`src/rtl/fetch_pc_unit.sv`:
```
// ----------------------------------------------------------------------------
// fetch_pc_unit
//
// Instruction-fetch and next-PC stage of the KGP miniRISC core. Holds the
// program counter, fetches one instruction at a time over a req/ack handshake,
// presents the latched word to decode, and commits the next PC on exec_done
// using the decoder's CondJump/UncondJump/AddrSel controls, the branch operand
// register and an internal carry flag.
//
// Optional feature macro: FETCH_TIMEOUT_EN
//   Defined   : a fetch watchdog moves the FSM to HALT after TIMEOUT FETCH
//               cycles without ack and raises the sticky o_fetch_err.
//   Undefined : FETCH waits indefinitely, HALT is unreachable, o_fetch_err=0.
//
// Parameters
//   RESET_PC : PC loaded on reset.
//   TIMEOUT  : fetch watchdog limit in cycles (FETCH_TIMEOUT_EN only).
//
// Ports
//   clk            : clock, rising edge.
//   rst_n          : asynchronous active-low reset.
//   o_imem_req     : fetch request, high for the whole FETCH state.
//   o_imem_addr    : fetch address (equals o_pc).
//   i_imem_ack     : memory returns i_imem_rdata this cycle.
//   i_imem_rdata   : instruction word, valid with i_imem_ack.
//   o_instr        : latched instruction.
//   o_instr_valid  : o_instr valid for decode/execute (EXEC state).
//   o_pc           : current PC.
//   o_link_pc      : o_pc + 4, the bl writeback value.
//   i_exec_done    : current instruction finished; commit next PC.
//   i_cond_jump    : condition select (CondJump).
//   i_uncond_jump  : unconditional branch (UncondJump).
//   i_addr_sel     : target select (AddrSel).
//   i_rs_val       : branch operand register value.
//   i_carry_we     : update carry flag.
//   i_carry_in     : new carry value from the ALU.
//   o_fetch_err    : sticky fetch watchdog error.
// ----------------------------------------------------------------------------
module fetch_pc_unit #(
    parameter logic [31:0] RESET_PC = 32'h0000_0000,
    parameter int unsigned TIMEOUT  = 16
) (
    input  logic        clk,
    input  logic        rst_n,
    output logic        o_imem_req,
    output logic [31:0] o_imem_addr,
    input  logic        i_imem_ack,
    input  logic [31:0] i_imem_rdata,
    output logic [31:0] o_instr,
    output logic        o_instr_valid,
    output logic [31:0] o_pc,
    output logic [31:0] o_link_pc,
    input  logic        i_exec_done,
    input  logic [2:0]  i_cond_jump,
    input  logic        i_uncond_jump,
    input  logic [1:0]  i_addr_sel,
    input  logic [31:0] i_rs_val,
    input  logic        i_carry_we,
    input  logic        i_carry_in,
    output logic        o_fetch_err
);

    typedef enum logic [1:0] {
        StIdle  = 2'd0,
        StFetch = 2'd1,
        StExec  = 2'd2,
        StHalt  = 2'd3
    } state_e;

    // ------------------------------------------------------------------
    // State
    // ------------------------------------------------------------------
    state_e      r_state;
    state_e      w_state_next;
    logic [31:0] r_pc;
    logic [31:0] r_instr;
    logic        r_carry;

    logic        w_ld_instr;
    logic        w_ld_pc;

    // ------------------------------------------------------------------
    // Next-PC datapath
    // ------------------------------------------------------------------
    logic [31:0] w_pc_plus4;
    logic [31:0] w_off16;
    logic [31:0] w_off26;
    logic [31:0] w_target;
    logic        w_taken;
    logic [31:0] w_pc_next;

    assign w_pc_plus4 = r_pc + 32'd4;

    // Word offsets: sign-extend, then scale by 4.
    assign w_off16 = {{14{r_instr[15]}}, r_instr[15:0], 2'b00};
    assign w_off26 = {{4{r_instr[25]}}, r_instr[25:0], 2'b00};

    always_comb begin
        w_target = w_pc_plus4;
        case (i_addr_sel)
            2'b00:   w_target = w_pc_plus4 + w_off26;
            2'b01:   w_target = {i_rs_val[31:2], 2'b00};
            2'b10:   w_target = w_pc_plus4 + w_off16;
            default: w_target = w_pc_plus4;
        endcase
    end

    // Carry condition uses the registered flag, so a carry update on the
    // same edge as exec_done is not visible to that branch.
    always_comb begin
        w_taken = 1'b0;
        if (i_uncond_jump) begin
            w_taken = 1'b1;
        end else begin
            case (i_cond_jump)
                3'b001:  w_taken = i_rs_val[31];
                3'b010:  w_taken = (i_rs_val == 32'd0);
                3'b011:  w_taken = (i_rs_val != 32'd0);
                3'b100:  w_taken = r_carry;
                3'b101:  w_taken = ~r_carry;
                default: w_taken = 1'b0;
            endcase
        end
    end

    assign w_pc_next = w_taken ? w_target : w_pc_plus4;

`ifdef FETCH_TIMEOUT_EN
    // ------------------------------------------------------------------
    // Fetch watchdog
    // ------------------------------------------------------------------
    // Counter holds the number of ack-less FETCH cycles already elapsed, so
    // it never needs to represent TIMEOUT itself.
    localparam int unsigned CntW = (TIMEOUT > 1) ? $clog2(TIMEOUT) : 1;
    localparam logic [CntW-1:0] CntLast = CntW'(TIMEOUT - 1);

    logic [CntW-1:0] r_cnt;
    logic [CntW-1:0] w_cnt_next;
    logic            r_err;
    logic            w_err_set;
`endif

    // ------------------------------------------------------------------
    // FSM next-state and load strobes
    // ------------------------------------------------------------------
    always_comb begin
        w_state_next = r_state;
        w_ld_instr   = 1'b0;
        w_ld_pc      = 1'b0;
`ifdef FETCH_TIMEOUT_EN
        w_cnt_next   = r_cnt;
        w_err_set    = 1'b0;
`endif
        case (r_state)
            StIdle: begin
                w_state_next = StFetch;
`ifdef FETCH_TIMEOUT_EN
                w_cnt_next   = '0;
`endif
            end
            StFetch: begin
                if (i_imem_ack) begin
                    // An ack on the final watchdog cycle still wins.
                    w_state_next = StExec;
                    w_ld_instr   = 1'b1;
                end
`ifdef FETCH_TIMEOUT_EN
                else if (r_cnt == CntLast) begin
                    w_state_next = StHalt;
                    w_err_set    = 1'b1;
                end else begin
                    w_cnt_next = r_cnt + 1'b1;
                end
`endif
            end
            StExec: begin
                if (i_exec_done) begin
                    w_state_next = StFetch;
                    w_ld_pc      = 1'b1;
`ifdef FETCH_TIMEOUT_EN
                    w_cnt_next   = '0;
`endif
                end
            end
            StHalt: begin
                // Left only by reset.
                w_state_next = StHalt;
            end
            default: begin
                w_state_next = StIdle;
            end
        endcase
    end

    // ------------------------------------------------------------------
    // Registers
    // ------------------------------------------------------------------
    always_ff @(posedge clk or negedge rst_n) begin
        if (!rst_n) begin
            r_state <= StIdle;
        end else begin
            r_state <= w_state_next;
        end
    end

    always_ff @(posedge clk or negedge rst_n) begin
        if (!rst_n) begin
            r_pc <= RESET_PC;
        end else if (w_ld_pc) begin
            r_pc <= w_pc_next;
        end
    end

    always_ff @(posedge clk or negedge rst_n) begin
        if (!rst_n) begin
            r_instr <= 32'd0;
        end else if (w_ld_instr) begin
            r_instr <= i_imem_rdata;
        end
    end

    // Carry tracks the ALU independently of the fetch state.
    always_ff @(posedge clk or negedge rst_n) begin
        if (!rst_n) begin
            r_carry <= 1'b0;
        end else if (i_carry_we) begin
            r_carry <= i_carry_in;
        end
    end

`ifdef FETCH_TIMEOUT_EN
    always_ff @(posedge clk or negedge rst_n) begin
        if (!rst_n) begin
            r_cnt <= '0;
        end else begin
            r_cnt <= w_cnt_next;
        end
    end

    always_ff @(posedge clk or negedge rst_n) begin
        if (!rst_n) begin
            r_err <= 1'b0;
        end else if (w_err_set) begin
            r_err <= 1'b1;
        end
    end

    assign o_fetch_err = r_err;
`else
    // Watchdog limit has no effect without the watchdog.
    logic w_unused_timeout;
    assign w_unused_timeout = (TIMEOUT != 0);

    assign o_fetch_err = 1'b0;
`endif

    // ------------------------------------------------------------------
    // Outputs
    // ------------------------------------------------------------------
    assign o_imem_req    = (r_state == StFetch);
    assign o_imem_addr   = r_pc;
    assign o_instr       = r_instr;
    assign o_instr_valid = (r_state == StExec);
    assign o_pc          = r_pc;
    assign o_link_pc     = w_pc_plus4;

endmodule

```
`config.mk`:
```
export PLATFORM = sky130hd
export DESIGN_NAME = fetch_pc_unit
export DESIGN_NICKNAME = d
export VERILOG_FILES = /design/src/rtl/fetch_pc_unit.sv
export SDC_FILE = /design/constraint.sdc
export NUM_CORES = 1
export LEC_CHECK = 0
export CAP_MARGIN = 20
export CORE_ASPECT_RATIO = 0.8
export CORE_UTILIZATION = 42
export DETAILED_ROUTE_END_ITERATION = 10
export GPL_ROUTABILITY_DRIVEN = 0
export PLACE_DENSITY = 0.78
export SKIP_LAST_GASP = 1
export SLEW_MARGIN = 20
export SYNTH_ARGS = -nofsm -noshare
export SYNTH_HDL_FRONTEND = slang
export SYNTH_SLANG_ARGS = --single-unit
```
`constraint.sdc`:
```
create_clock -name clk -period 3.48 [get_ports clk]
set_input_delay 0.522 -clock clk [delete_from_list [all_inputs] [get_ports clk]]
set_output_delay 0.522 -clock clk [all_outputs]
set_load 0.02 [all_outputs]
```
* Word level (Yosys, flattened, before mapping)
Cells that the tools add are included.
Operators by class: add/sub/neg operators 3, eq/ne operators 12, mux-type cells 11, bitwise gates (word level) 1, reduce and logical (&&, ||, !) cells 5
Operator list (count):
- case mux 32 bit (3 select lines) | 1
- adder 32 bit | 2
- adder 32 x 3 -> 32 bit, second input constant | 1
- logical NOT 32 bit | 1
- 2-to-1 mux 32 bit | 1
- nonzero test 32 bit | 1
- case mux 2 bit (4 select lines) | 1
- == test 2 bit, second input constant | 3
- == test 3 x 2 -> 1 bit, second input constant | 2
- == test 3 bit, second input constant | 2
- 2-to-1 mux 1 bit | 5
- case mux 1 bit (5 select lines) | 1
- == test 2 x 1 -> 1 bit, second input constant | 2
- logical NOT 2 bit | 2
- 2-to-1 mux 2 bit | 2
- != test 2 x 1 -> 1 bit, second input constant | 2
- == test 3 x 1 -> 1 bit, second input constant | 1
- AND reduction 2 bit | 1
- inverter 1 bit | 1
Storage, ports and cells: flip-flop bits (word level) 67, input port bits 76, output and inout bits 131, word-level logic and storage cells 36

* Longest topological paths before layout
Gate-level depths: netlist of run 1.
word-level depth 4, gate-level depth with buffers 17, mapped depth without buffers 15

* Least setup slack after synthesis of run 1
OpenSTA, ideal clock, no wires.
path type register to register, start register r_pc[4] (netlist: o_imem_addr[4]), end register r_pc[25] (netlist: o_imem_addr[25]), setup time 131 ps, arrival time 3849 ps, setup slack -500 ps, stages on the path, launching flop included 18, clock period less this slack 3980 ps, cell sequence dfrtp_1 > buf_2 > and4_1 > nand2_1 > nor2_1 > nand3_1 > xnor2_1 > ha_1 > clkbuf_1 > a211oi_1 > o21ai_0 > a221oi_1 > a31oi_1 > a21oi_1 > o21ai_1 > a21oi_1 > mux2i_1 > a31oi_1
On the way: longest elaborated chain between the ends 4, elaborated cells between the ends (all ways) 5
RTL lines:
- start: declaration | line 75 | logic [31:0] r_pc;
- start signal: assignment | line 210 | r_pc <= w_pc_next;
- adder 32 x 3 -> 32 bit * | line 92 | assign w_pc_plus4 = r_pc + 32'd4;
- via o_link_pc[14] | line 52 | output logic [31:0] o_link_pc,
- adder 32 bit (on tied branches) | line 103, 101
- case mux 32 bit (3 select lines) * | line 100 | case (i_addr_sel)
- 2-to-1 mux 32 bit * | line 126 | assign w_pc_next = w_taken ? w_target : w_pc_plus4;
Mark *: on every way through the listed nets, which the timed path passes. The rest lies on a longest branch. A chain may end at the register's enable or synchronous reset.

* Worst setup path after layout of run 1
start register r_pc[6] (netlist: o_imem_addr[6]), end register r_pc[28] (netlist: o_imem_addr[28])
On the way: longest elaborated chain between the ends 4, elaborated cells between the ends (all ways) 5
RTL lines (line):
- adder 32 x 3 -> 32 bit * | 92
- adder 32 bit (on tied branches) | 103, 101
- case mux 32 bit (3 select lines) | 100
- 2-to-1 mux 32 bit * | 126
Every way passes the cells marked *; elsewhere a longest branch is shown, timed or not.

==> results of run 1 <==
## logic make-up (layout without fill, tap and decap cells)
group / after synthesis / after routing / share of synthesized area (%)
XOR/XNOR: 60 / 60 / 9.377
AO/OA/AOI/OAI: 187 / 187 / 20.40
AND/OR/NAND/NOR: 229 / 229 / 20.27
buffers and inverters: 88 / 375 / 8.173
other: 1 / 7 / 0.06330
adder cells (fa/ha/maj): 34 / 34 / 7.307
multiplexers: 37 / 37 / 6.948
flip-flops: 65 / 65 / 27.46
## worst min-delay path by stage
stage               depth (start not counted)                     from  slack (ns)                          end
floorplan                                   0                    rst_n        0.23  o_imem_addr[10]$_DFFE_PN0P_
global placement                            1  o_instr[28]$_DFFE_PN0P_        0.49      o_instr[28]$_DFFE_PN0P_
detailed placement                          1  o_instr[31]$_DFFE_PN0P_        0.49      o_instr[31]$_DFFE_PN0P_
CTS                                         1                    rst_n        0.36          r_carry$_DFFE_PN0P_
global route                                1                    rst_n        0.38       o_instr[0]$_DFFE_PN0P_
finish                                      1                    rst_n        0.33          r_carry$_DFFE_PN0P_
## cell usage in the layout (no fill, tap or decap), types with 13 or more instances in the layout
cell type,instances
mux2_2,33
clkdlybuf4s50_1,196
ha_1,27
dfrtp_1,56
a21oi_1,33
a21o_1,13
xnor2_1,27
nand2_1,68
o21ai_0,42
xor2_1,18
nand3_1,17
buf_4,137
nor2_1,42
inv_1,20
## metal layers
| layer | part of all wire (%) | track usage (%) | up-vias |
|---|---|---|---|
| met3 | 13 | 8.955 | 49 |
| met4 | 2.0 | 8.668 | 0 |
| met5 | 0 | 0 | - |
| met1 | 42 | 42.90 | 3305 |
| met2 | 44 | 46.43 | 474 |
| li1 | - | - | 3095 |
## sequential cells by signal, indices dropped and copies added, names as in the netlist
register     count
o_instr         32
o_imem_addr     30
r_state          2
r_carry          1
## Yosys cell counts (7+ instances only)
cell	number
dfrtp_1	65
buf_4	38
a221oi_1	11
a21o_1	13
nor3_1	11
mux2_2	33
nor2b_1	8
nand2b_1	8
o21ai_0	46
nand4_1	12
inv_1	21
and2_1	7
a211oi_1	8
nor2_1	46
a31oi_1	14
a21oi_1	36
ha_1	33
clkbuf_1	23
o22ai_1	11
nand2_1	71
nor4_1	11
nand3_1	20
xnor2_1	33
xor2_1	24
## cell type report
cell class / count / area (um^2)
tap: 180 / 225.2
sequential: 65 / 1638
clock inverter: 3 / 17.52
fill: 1055 / 4243
multi-input combinational: 554 / 4175
timing repair buffer: 336 / 3020
inverter: 23 / 86.33
clock buffer: 13 / 240.2
## power breakdown
group          total, mW  switching [mW]  leakage, nW  internal (mW)
clock              0.832           0.351        0.124          0.481
combinational       7.75            4.03         3.16           3.72
sequential          1.52           0.399        0.771           1.12
total               10.1            4.78         4.06           5.33
## through the flow
step	utilization, %	hold slack, ns	std cells	instance area, um^2
floorplan	-	0.2264	707	6130
global placement	64.96	0.4868	1145	8865
detailed placement	64.96	0.4918	1145	8865
CTS	67.15	0.3603	1164	9163
global route	68.91	0.3806	1174	9403
finish	68.91	0.3350	1174	9403
## timing repair
action,CTS,global route
resized for setup,3,33
hold buffers,0,0
setup endpoints to repair,4,19
pin swaps,5,26
endpoints found under the hold margin,0,0
buffers inserted,3,10
==> impl_metrics.yaml, run 1 <==
worst_hold_path:
  hp-class: "input pin to asynchronous set/reset pin"
grt:
  grt_pass1_wl_um: 34310
  overflow: 0
  grt_pass1_vias: 6415
  grt_usage_pct: 30.88
  antenna_found_initial: 0
  grt_max_degree: 37
outcome:
  violations: "setup timing"
  status: "finished, violations left"
synthesis:
  yosysTopAreaCellShare_pct: 27.46
  synth.largest_area_cell: "dfrtp_1"
  synth.area.top_cells: "dfrtp_1 (27%), ha_1 (7.0%), mux2_2 (6.3%)"
  async_flop_share_pct: 100.0
  synth-edff-count: 0
  yosys_warnings: 0
  synth.distinct_cells: 73
  synth_flop_cell: "dfrtp_1"
  netlist_area_mm2: 0.005924
  syn_avg_cell_area_um2: 8.451
  netlist_instances: 701
  ys_ff_latch: 65
  yosysSeqAreaShare_pct: 27.46
floorplan:
  dieHeight_um: 108.2
  die-area_mm2: 0.01459
  core_mm2: 0.01365
  ios: 207
  start_util_pct: 43.42
  die-width_um: 134.8
  std_cell_rows: 38
sta:
  max_freq_ghz: 0.2821
  tns_ns: -0.08216
  fin_skew_ns: 0.01132
  hold_violations: 0
  setup_viol: 2
  maxSlewViolCount: 0
  rsz0062_at_grt: "yes"
  period_share_pct: 101.8
  finalCriticalPeriod_ns: 3.544
  setup_slack_ns: -0.06425
  worst_slew_pin_slew_ns: 0.9260
  relSlewSlack_pct: 38.27
placement:
  dpl.hpwl_um: 17470
  post-place-ws_ns: -0.1197
  io_buffers: 199
setup_path:
  required_ns: 3.68
  path_delay_family: "compound AO/OA/AOI/OAI gates"
  path_depth: 13
  ff2ff_path_depth: 13
  critPathLaunchType: "register"
  rr_startpoint: "o_imem_addr[6]$_DFFE_PN0P_"
  r2r_slack_ns: -0.06
  cp_slowest_cell: "dfrtp_2"
  critPathMaxStageDelay_ns: 0.39
  crit_path_end: "o_imem_addr[28]$_DFFE_PN0P_"
  critPathKind: "register to register"
  critPathArrivalTime_ns: 3.75
  path_cells: "nand4_1 > nor2_2 > and4_4 > xor2_4 > ha_4 > a21o_1 > or2_0 > o22a_1 > a311o_1 > a311o_1 > a41oi_2 > xor2_1 > a21oi_1"
  crit_fanout: 4
  crit_buf_inv: 0
  rr_endpoint: "o_imem_addr[28]$_DFFE_PN0P_"
  endpoint_kind: "register"
  startpoint: "o_imem_addr[6]$_DFFE_PN0P_"
  cpMostUsedCell: "a311o_1"
clock_network:
  htree_num_levels: 3
  clock-sinks: 65
  cts_tree: "yes"
  clock_latency_ns: 0.33
  clkTransAtPathRegs_ns: 0.06
  cts-buffers-inserted: 9
  cts_root_buf: "clkbuf_16"
  cts_max_path_buffers: 2
power_and_ir_drop:
  power_density_mw_per_mm2: 1075
  ir_worst_vdd_mv: 0.6337
  power_leakage_nw: 4.059
  total_power_mw: 10.11
drt:
  post_drt_wl_per_cell_um: 19.67
  wl_um: 23090
  num_vias: 6923
  postRouteAntennaNets: 0
  drc: 0
  first_iter_violations: 600
  avgViaCountPerCell: 5.897
  firstDrtPassIters: 5
job:
  maxCapViolations: 0
final_layout:
  n_antenna_cell: 0
  drive_gt1_share_pct: 25.45
  finish.net_count: 1099
  syn_to_final_growth_pct: 58.71
No activity file was read; power rests on OpenSTA's default activity.
==> inputs of run 2 (changes only) <==
--- a/config.mk
+++ b/config.mk
@@ -7,10 +7,13 @@
 export LEC_CHECK = 0
 export CAP_MARGIN = 20
 export CORE_ASPECT_RATIO = 0.8
+export CORE_MARGIN = 1
 export CORE_UTILIZATION = 42
 export DETAILED_ROUTE_END_ITERATION = 10
 export GPL_ROUTABILITY_DRIVEN = 0
+export MAX_ROUTING_LAYER = met4
 export PLACE_DENSITY = 0.78
+export SKIP_CTS_REPAIR_TIMING = 1
 export SKIP_LAST_GASP = 1
 export SLEW_MARGIN = 20
 export SYNTH_ARGS = -nofsm -noshare
==> impl_metrics.yaml, run 2 (synthesis results as in run 1) <==
floorplan:
  die-area_mm2: 0.01459
  dieHeight_um: 108.2
  std_cell_rows: 38
  die-width_um: 134.8
  ios: 207
  core_mm2: 0.01365
  start_util_pct: 43.42
final_layout:
  n_antenna_cell: 0
  finish.net_count: 1096
  fin_util_pct: 68.40
  seqCellArea_mm2: 0.001638
  largest_reg_flops: 32
  fillCellCount: 1068
  final_common_cell: "clkdlybuf4s50_1"
  design_area_mm2: 0.009334
  multi_input_area_mm2: 0.004125
  most-common-layout-cells: "clkdlybuf4s50_1 (196), buf_4 (133), nand2_1 (69)"
  drive_gt1_share_pct: 24.82
  syn_to_final_growth_pct: 57.55
clock_network:
  cts_root_buf: "clkbuf_16"
  cts_tree: "yes"
  clock_latency_ns: 0.33
  cts-buffers-inserted: 9
  htree_num_levels: 3
  cts_max_path_buffers: 2
  clock-sinks: 65
  clkTransAtPathRegs_ns: 0.06
setup_path:
  critPathLaunchType: "register"
  rr_startpoint: "o_imem_addr[6]$_DFFE_PN0P_"
  r2r_slack_ns: -0.04
  critPathKind: "register to register"
  crit_fanout: 7
  critPathMaxStageDelay_ns: 0.39
  cpMostUsedCell: "buf_4"
  rr_endpoint: "o_imem_addr[31]$_DFFE_PN0P_"
  cp_slowest_cell: "dfrtp_2"
  required_ns: 3.68
  critPathArrivalTime_ns: 3.72
  path_delay_family: "compound AO/OA/AOI/OAI gates"
  path_cells: "and4_4 > nand2_2 > nor2_2 > nand3_2 > xnor2_4 > ha_1 > buf_4 > o21ai_0 > a21oi_1 > a221oi_2 > a31oi_4 > a21oi_2 > nor3_2 > o22ai_1 > buf_4 > mux2i_1 > o31ai_1"
  endpoint_kind: "register"
  ff2ff_path_depth: 17
  crit_buf_inv: 2
grt:
  grt_pass1_vias: 6400
  antenna_found_initial: 0
  grt_pass1_wl_um: 34300
  grt_usage_pct: 31.77
  overflow: 0
  grt_max_degree: 37
power_and_ir_drop:
  ir_worst_vdd_mv: 0.6210
  power_density_mw_per_mm2: 1077
  power_leakage_nw: 4.052
sta:
  fin_skew_ns: 0.01146
  max_freq_ghz: 0.2839
  hold_ws_ns: 0.3315
  worst_slew_pin_slew_ns: 0.9273
  period_share_pct: 101.2
  maxSlewViolCount: 0
  relSlewSlack_pct: 38.18
  rsz0062_at_grt: "yes"
  finalCriticalPeriod_ns: 3.522
  setup_slack_ns: -0.04223
  hold_violations: 0
  setup_viol: 2
  tns_ns: -0.04245
drt:
  num_vias: 6885
  wl_um: 22980
  post_drt_wl_per_cell_um: 19.62
  drc: 0
  first_iter_violations: 595
  firstDrtPassIters: 6
  postRouteAntennaNets: 0
  avgViaCountPerCell: 5.880
outcome:
  violations: "setup timing"
  status: "finished, violations left"
worst_hold_path:
  hp-class: "input pin to asynchronous set/reset pin"
placement:
  io_buffers: 199
  postPlaceCellArea_mm2: 0.008865
  post-place-ws_ns: -0.1197
  dpl.hpwl_um: 17470
job:
  maxCapViolations: 0
[run 2: cell types whose count changed in the layout (fill, tap and decap cells not counted), moves of 2 or more]
cell | before | now
ha_4 | 5 | 3
ha_1 | 27 | 29
buf_4 | 137 | 133
o21ai_1 | 9 | 7
[run 2: routing by layer]
layer	GRT usage, %	share of wire, %	wire (um)
met3	7.689	12	2663
met2	46.58	43	9970
met5	-	0	0
met4	8.828	1.8	413
met1	43.40	43	9931
[run 2: stage by stage]
step / std cells / power, mW
3_5_place_dp: 1145 / 8.759
6_report: 1171 / 10.05
3_3_place_gp: 1145 / 8.660
5_1_grt: 1171 / 10.63
4_1_cts: 1161 / 9.654
2_1_floorplan: 707 / 5.789
[run 2: worst max path at each step]
stage	depth (start not counted)	slack, ns	startpoint	endpoint
after global routing	17	-0.18	o_imem_addr[2]$_DFFE_PN0P_	o_imem_addr[31]$_DFFE_PN0P_
after CTS	17	-0.14	o_imem_addr[4]$_DFFE_PN0P_	o_imem_addr[31]$_DFFE_PN0P_
after floorplan	17	-0.06	o_imem_addr[4]$_DFFE_PN0P_	o_imem_addr[25]$_DFFE_PN0P_
final	17	-0.04	o_imem_addr[6]$_DFFE_PN0P_	o_imem_addr[31]$_DFFE_PN0P_
after detailed placement	14	-0.12	i_addr_sel[0]	o_imem_addr[31]$_DFFE_PN0P_
after global placement	11	-0.06	i_rs_val[17]	o_imem_addr[29]$_DFFE_PN0P_
[run 2: cell type report]
class,count,area share (%)
clock buffer,13,2.574
clock inverter,3,0.1877
inverter,23,0.9249
multi-input combinational,554,44.20
sequential,65,17.55
tap,180,2.413
timing repair buffer,333,32.16
[run 2: power breakdown]
part / total [mW] / switching [mW] / internal (mW)
Combinational: 7.71 / 4.02 / 3.70
Clock: 0.830 / 0.349 / 0.481
Sequential: 1.51 / 0.383 / 1.12
==> inputs of run 3 (changes only) <==
--- a/config.mk
+++ b/config.mk
@@ -8,11 +8,11 @@
 export CAP_MARGIN = 20
 export CORE_ASPECT_RATIO = 0.8
 export CORE_MARGIN = 1
-export CORE_UTILIZATION = 42
+export CORE_UTILIZATION = 35
 export DETAILED_ROUTE_END_ITERATION = 10
 export GPL_ROUTABILITY_DRIVEN = 0
 export MAX_ROUTING_LAYER = met4
-export PLACE_DENSITY = 0.78
+export PLACE_DENSITY = 0.67
 export SKIP_CTS_REPAIR_TIMING = 1
 export SKIP_LAST_GASP = 1
 export SLEW_MARGIN = 20
==> impl_metrics.yaml, run 3 (synthesis results as in run 1) <==
drt:
  postRouteAntennaNets: 0
  wl_um: 23340
  drc: 0
  post_drt_wl_per_cell_um: 19.32
  num_vias: 6656
  first_iter_violations: 708
  firstDrtPassIters: 7
  avgViaCountPerCell: 5.510
setup_path:
  critPathKind: "register to register"
  required_ns: 3.69
  critPathArrivalTime_ns: 3.82
  crit_fanout: 4
  critPathLaunchType: "register"
  endpoint_kind: "register"
clock_network:
  cts_tree: "yes"
  cts_root_buf: "clkbuf_16"
  clock-sinks: 65
  clock_latency_ns: 0.34
  cts-buffers-inserted: 9
  htree_num_levels: 3
  clkTransAtPathRegs_ns: 0.06
  cts_max_path_buffers: 2
floorplan:
  std_cell_rows: 42
  ios: 207
  die-width_um: 147.5
  core_mm2: 0.01655
  dieHeight_um: 118.4
  start_util_pct: 35.79
  die-area_mm2: 0.01745
grt:
  grt_pass1_vias: 6251
  grt_max_degree: 66
  antenna_found_initial: 0
  overflow: 0
  grt_usage_pct: 27.21
  grt_pass1_wl_um: 35230
placement:
  post-place-ws_ns: -0.05577
  io_buffers: 199
  dpl.hpwl_um: 17900
final_layout:
  multi_input_area_mm2: 0.004210
  seqCellArea_mm2: 0.001638
  fin_util_pct: 57.57
  finish.net_count: 1093
  fillCellCount: 1499
  drive_gt1_share_pct: 25.71
  syn_to_final_growth_pct: 60.84
  final_common_cell: "clkdlybuf4s50_1"
  largest_reg_flops: 32
  n_antenna_cell: 0
  most-common-layout-cells: "clkdlybuf4s50_1 (194), buf_4 (128), nand2_1 (67)"
sta:
  setup_slack_ns: -0.1236
  worst_slew_pin_slew_ns: 0.9222
  period_share_pct: 103.6
  relSlewSlack_pct: 38.52
  maxSlewViolCount: 0
  setup_viol: 3
  fin_skew_ns: 0.005670
  finalCriticalPeriod_ns: 3.604
  max_freq_ghz: 0.2775
  rsz0062_at_grt: "yes"
  hold_violations: 0
job:
  maxCapViolations: 0
power_and_ir_drop:
  power_density_mw_per_mm2: 1066
  ir_worst_vdd_mv: 0.5394
  power_leakage_nw: 4.091
outcome:
  status: "finished, violations left"
  violations: "setup timing"
worst_hold_path:
  hp-class: "input pin to asynchronous set/reset pin"
run 3: cell types whose count changed in the layout (fill, tap and decap cells not counted), sizes merged:
cell / previous run / this run
dlymetal6s2s: 2 / 4
clkdlybuf4s50: 196 / 194
clkinv: 4 / 2
buf: 135 / 132
clkbuf: 13 / 15
run 3: worst max-delay path: stages, from the launching register on:
cell and delay, ns:
dfrtp_2 0.37, nand4_1 0.22, nor4b_4 0.48, buf_4 0.19, xnor2_2 0.16, ha_1 0.30, a21o_1 0.19, a31oi_1 0.26
o21ai_1 0.13, a311o_1 0.33, a311o_1 0.38, a41oi_2 0.16, xor2_1 0.19, a21oi_1 0.09
run 3: report_power, final:
part	internal, mW	switching (mW)	leakage, nW
combinational	3.71	3.97	3.18
sequential	1.12	0.421	0.771
clock	0.562	0.365	0.142
run 3: final timing paths:
kind	start	cells after the start	to	slack [ns]
hold / removal	rst_n	1	o_imem_addr[31]$_DFFE_PN0P_	0.31
min in group clk	o_instr[30]$_DFFE_PN0P_	1	o_instr[30]$_DFFE_PN0P_	0.50
hold reg to reg	o_instr[30]$_DFFE_PN0P_	1	o_instr[30]$_DFFE_PN0P_	0.50
setup reg to reg	o_imem_addr[8]$_DFFE_PN0P_	13	o_imem_addr[28]$_DFFE_PN0P_	-0.12
max in group asynchronous	rst_n	1	o_imem_addr[5]$_DFFE_PN0P_	2.52
setup / recovery	o_imem_addr[8]$_DFFE_PN0P_	13	o_imem_addr[28]$_DFFE_PN0P_	-0.12
run 3: cell type report:
class / instances / share of cell area (%)
clock buffer: 15 / 3.020
clock inverter: 1 / 0.07878
inverter: 23 / 0.9060
multi-input combinational: 554 / 44.18
sequential: 65 / 17.19
tap: 220 / 2.889
timing repair buffer: 330 / 31.74
run 3: through the flow:
stage | instance area [um^2] | TNS, ns | instances | power, mW | hold WS [ns]
6_report | 9529 | -0.2392 | 1208 | 10.15 | 0.3111
5_1_grt | 9529 | -1.107 | 1208 | 10.77 | 0.4018
4_1_cts | 9273 | -0.7062 | 1204 | 9.792 | 0.3558
3_5_place_dp | 8977 | -0.2909 | 1188 | 8.802 | 0.4931
3_3_place_gp | 8977 | -0.1783 | 1188 | 8.722 | 0.4866
2_1_floorplan | 6130 | -0.05936 | 707 | 5.789 | 0.2264
run 3: routing by layer:
layer  vias up  global-route usage [%]  share of wire, %  wire, um
met4         0                   6.250               1.6       381
met1      3182                   39.20                47     10870
met2       342                   38.86                43     10020
met3        38                   5.367               8.8      2061
met5         -                       -                 0         0
li1       3094                       -                 -         -
